===== src/rtl/wb_regfile.sv =====
// wb_regfile: MEM/WB write-back select and 2**ADDR_W x WIDTH register file with commit counter.
// Define REGFILE_BYPASS_EN to compile in the same-cycle write-through path on RD1/RD2.
module wb_regfile #(
    parameter int WIDTH  = 32,
    parameter int ADDR_W = 5
) (
    input  logic              CLK,
    input  logic              reset,
    input  logic              RegWriteW,
    input  logic              MemtoRegW,
    input  logic [WIDTH-1:0]  ALUResultW,
    input  logic [WIDTH-1:0]  ReadDataW,
    input  logic [ADDR_W-1:0] WriteRegW,
    input  logic [ADDR_W-1:0] A1,
    input  logic [ADDR_W-1:0] A2,
    input  logic [ADDR_W-1:0] DbgAddr,
    output logic [WIDTH-1:0]  RD1,
    output logic [WIDTH-1:0]  RD2,
    output logic [WIDTH-1:0]  ResultW,
    output logic [WIDTH-1:0]  DbgData,
    output logic [31:0]       WriteCount
);
    localparam int DEPTH = 1 << ADDR_W;

    logic [WIDTH-1:0] r_regs [DEPTH];
    logic [31:0]      r_count;
    logic             w_commit;
    logic [WIDTH-1:0] w_rd1;
    logic [WIDTH-1:0] w_rd2;

    assign ResultW  = MemtoRegW ? ReadDataW : ALUResultW;
    assign w_commit = RegWriteW && (WriteRegW != '0) && !reset;

    // Entry 0 is cleared by reset and never written, so it is constant zero.
    always_ff @(posedge CLK or posedge reset) begin
        if (reset) begin
            for (int i = 0; i < DEPTH; i++) r_regs[i] <= '0;
            r_count <= '0;
        end else if (w_commit) begin
            r_regs[WriteRegW] <= ResultW;
            r_count           <= r_count + 32'd1;
        end
    end

    assign w_rd1      = (A1 == '0) ? '0 : r_regs[A1];
    assign w_rd2      = (A2 == '0) ? '0 : r_regs[A2];
    assign DbgData    = (DbgAddr == '0) ? '0 : r_regs[DbgAddr];
    assign WriteCount = r_count;

`ifdef REGFILE_BYPASS_EN
    // w_commit already excludes register 0 and reset, so the bypass inherits both.
    assign RD1 = (w_commit && WriteRegW == A1) ? ResultW : w_rd1;
    assign RD2 = (w_commit && WriteRegW == A2) ? ResultW : w_rd2;
`else
    assign RD1 = w_rd1;
    assign RD2 = w_rd2;
`endif
endmodule


===== config.mk =====
export PLATFORM = sky130hd
export DESIGN_NAME = wb_regfile
export DESIGN_NICKNAME = d
export VERILOG_FILES = /design/src/rtl/wb_regfile.sv
export SDC_FILE = /design/constraint.sdc
export NUM_CORES = 2
export LEC_CHECK = 0
export CAP_MARGIN = 20
export CORE_UTILIZATION = 35
export CTS_CLUSTER_DIAMETER = 60
export DETAILED_ROUTE_END_ITERATION = 8
export DONT_BUFFER_PORTS = 1
export PLACE_DENSITY_LB_ADDON = 0.08
export SETUP_SLACK_MARGIN = 0.05
export SYNTH_ARGS = -nofsm -noshare
export SYNTH_HDL_FRONTEND = slang
export SYNTH_SLANG_ARGS = --single-unit

===== constraint.sdc =====
create_clock -name CLK -period 30.4 [get_ports CLK]
set_input_delay 3.04 -clock CLK [delete_from_list [all_inputs] [get_ports CLK]]
set_output_delay 3.04 -clock CLK [all_outputs]
set_load 0.05 [all_outputs]

==> summary.md <==
| Metric | Value |
|---|---|
| Clock buffer depth | 3 |
| Die area | 0.179 sq mm |
| Post-route DRC | 34 |
| Critical Path AT | 6.53 ns |
| Total negative setup slack | 0 ns |
| RSZ-0062 raised after global routing | no |
| Layout net count | 5,310 |
| Ratio of cells with drive above 1 in the final layout | 0.221 |
| Final setup violation count | 0 |
| # fillers | 17,131 |
| Failing checks | DRC, slew limit |
| Post-synthesis mux area share | 0.299 |
| HPWL after DPL | 147,000 um |
| Final cell count without fillers | 7,667 |
| Reg clk slew, reported paths | 0.06 ns |
| Main combinational cell family by area after synthesis | multiplexers |
| Setup crit start | DbgAddr[1] |
| Commonest non-fill, non-tap cell in the layout | dfrtp_1 |
| Synthesis-stage register bit count | 1,056 |
| Setup Buffers After CTS | 0 |
| Worst vdd ir | 0.0532 mV |
| Final Core Density | 0.390 |
| Hold Crit Class | reg2reg |
| Die Y | 424 um |
| Cts hold-fix bufs | 0 |
| Status | complete, but fails checks |
| Gate Count Post-Synth | 5,563 |
| XOR/XNOR Fraction of Synth Area | 0.00436 |
| DP Cell Count | 7,414 |
| Fin. Hold Viols | 0 |
| Slew margin rel. | -0.0573 |
| Core box area | 0.176 sq mm |
| Area fraction in compound gates after synthesis | 0.129 |
| Pleak | 0.0284 uW |
| Clock Skew | 0.00964 ns |
| Routed len/inst | 33.6 um |
| Routability congestion estimate | 0.811 |
| Crit. End Element | output port |
| TritonCTS sink count | 1,056 |
| Vias in the first global route | 46,599 |
| Initial antenna violation count | 3 |
| Post-Synth Simple-Gate Area | 0.0928 |
| PnR Total Power | 4600 uW |
| Post-cts sizing count | 0 |
| DRT Pass-1 Iters | 8 |
| Worst Path Required | 27.36 ns |
| DR iter-0 viols | 4,530 |
| Vias per inst | 6.16 |
| Clk_lat worst skew | 0.79 ns |
| Most frequent cells in the layout | dfrtp_1 (1,056), mux4_2 (643), nor2_1 (625) |
| Adder-cell share of the synthesized area | 0.000201 |
| Fmax | 105 MHz |
| Crit Path Class | in2out |
| IO Port Bufs | 0 |
| Critical path launch point type | input pin |
| Inserted Clock Buffers | 144 |
| Register area share after synthesis | 0.425 |
| Number of placed I/O pins | 248 |
| Slew @ Worst Pin | 1.59 ns |
| First-pass GRT wire length | 367,000 um |
| Max Slew Vio Count | 68 |
| Via count | 47,224 |
| Reg2reg path depth | 5 |
| Core Rows | 154 |
| Max FO, Critical Path | 182 |
| P&R area growth vs syn | 10.7% |
| Largest net degree at the start of global routing | 292 |
| Fin crit share | 0.315 |
| Mapped Area | 0.0622 sq mm |
| Crit path time final | 9.57 ns |
| RR Endpoint | WriteCount[19]$_DFFE_PP0P_ |
| TritonCTS clock tree | done |
| Asr flop ratio synth | 1.00 |
| Total of max-cap violations | 0 |
| Die X | 424 um |
| Post-synth EDFFs | 0 |
| Distinct cells, synth | 47 |
| Htree depth | 4 |
| Total Routed Length | 257,000 um |
| RR Startpoint | WriteCount[2]$_DFFE_PP0P_ |
| Syn avg cell area | 11.2 sq um |
| Antenna Nets Post-Route | 0 |
| Starting Density | 0.353 |
| Post-synth net total | 5,652 |
| Power per cell area | 66.8 mW/mm^2 |
| GRT Total Usage | 0.286 |
| Ys flop type | dfrtp_1 |
| Total grt overflow | 0 |
| Clock root buffer | clkbuf_16 |
| R2R Setup Slk | 28.02 ns |
| Critical Path End | DbgData[8] |
| Ys Warns | 0 |
==> area by class of cell <==
class / instances / area, sq um / area share
clock inverters: 44 / 574 / 0.00834
clock buffers: 205 / 4200 / 0.0610
repair buffers: 130 / 1090 / 0.0158
multi-input cells: 3855 / 33500 / 0.486
well taps: 2340 / 2930 / 0.0425
diodes: 3 / 7.51 / 0.000109
flip-flops and latches: 1056 / 26400 / 0.384
inverters: 34 / 131 / 0.00191
==> per-layer routing <==
| layer | part of all wire | GRT usage | vias up | wire [um] |
|---|---|---|---|---|
| met4 | 0.041 | 0.109 | 0 | 10600 |
| met1 | 0.42 | 0.383 | 24835 | 109000 |
| met5 | 0 | 0 | - | 0 |
| li1 | - | - | 20105 | - |
| met3 | 0.056 | 0.0420 | 430 | 14300 |
| met2 | 0.48 | 0.468 | 1854 | 124000 |
==> cells in the mapped netlist, types with 4 or more instances <==
master,count,share of area
mux2_2,45,0.0081
nor2_2,10,0.0010
buf_4,49,0.0059
buf_6,34,0.0062
nor2_4,4,0.00072
buf_2,173,0.014
nand3b_1,4,0.00048
a211oi_1,105,0.013
xor2_1,5,0.00070
nand2_1,543,0.033
xnor2_1,26,0.0037
mux2i_1,308,0.050
dfrtp_1,1056,0.42
clkbuf_1,350,0.021
a311oi_1,31,0.0044
nor4_1,10,0.0010
and2_1,6,0.00060
o22ai_1,130,0.013
o21ai_1,42,0.0034
a221oi_1,32,0.0045
o221ai_1,42,0.0059
or3_1,30,0.0030
nor3b_1,4,0.00048
o21ai_0,406,0.033
a21oi_1,597,0.048
mux4_2,643,0.23
nand3_1,25,0.0020
nor2b_1,50,0.0050
nor3_1,5,0.00040
and3_1,39,0.0039
buf_1,11,0.00066
nand4_1,11,0.0011
nand2b_1,9,0.00091
a22oi_1,33,0.0040
inv_1,34,0.0021
mux4_1,19,0.0080
nor2_1,629,0.038
==> cells by family after synthesis <==
group | Yosys count
AO/OA/AOI/OAI | 1420
multiplexers | 1015
adder cells (fa/ha/maj) | 1
buffers and inverters | 652
flip-flops | 1056
XOR/XNOR | 31
AND/OR/NAND/NOR | 1388
==> state kept, by name, summed over array words and instances, names as in the netlist <==
name,count
r_regs,1024
WriteCount,32
==> metrics by stage <==
stage	cell area [sq um]	setup WS (ns)	hold WS, ns
6_report	68800	20.83	0.400
5_1_grt	68800	21.12	0.409
4_1_cts	68800	21.73	0.396
3_5_place_dp	64100	21.72	0.384
3_3_place_gp	64000	21.66	0.378
2_1_floorplan	62200	12.80	0.441
==> worst min path at each step <==
stage                             startpoint                       end  slack (ns)  cells after the start
CTS                 r_regs[1011]$_DFFE_PP0P_  r_regs[1011]$_DFFE_PP0P_        0.40                      0
global route        r_regs[1004]$_DFFE_PP0P_  r_regs[1004]$_DFFE_PP0P_        0.41                      0
floorplan           r_regs[1000]$_DFFE_PP0P_  r_regs[1000]$_DFFE_PP0P_        0.44                      1
global placement     r_regs[993]$_DFFE_PP0P_   r_regs[993]$_DFFE_PP0P_        0.38                      0
finish              r_regs[1013]$_DFFE_PP0P_  r_regs[1013]$_DFFE_PP0P_        0.40                      0
detailed placement  r_regs[1011]$_DFFE_PP0P_  r_regs[1011]$_DFFE_PP0P_        0.38                      0
==> power breakdown <==
group	switching, uW	internal (uW)
Clock	686	1050
Combinational	484	481
Sequential	257	1640
Total	1430	3170
==> worst max-delay path: stages <==
cell and delay, ns:
nand2_2 1.07, buf_4 0.45, o22ai_1 0.16, a211oi_1 0.47
and3_1 0.62
(Power assumes the default switching activity.)
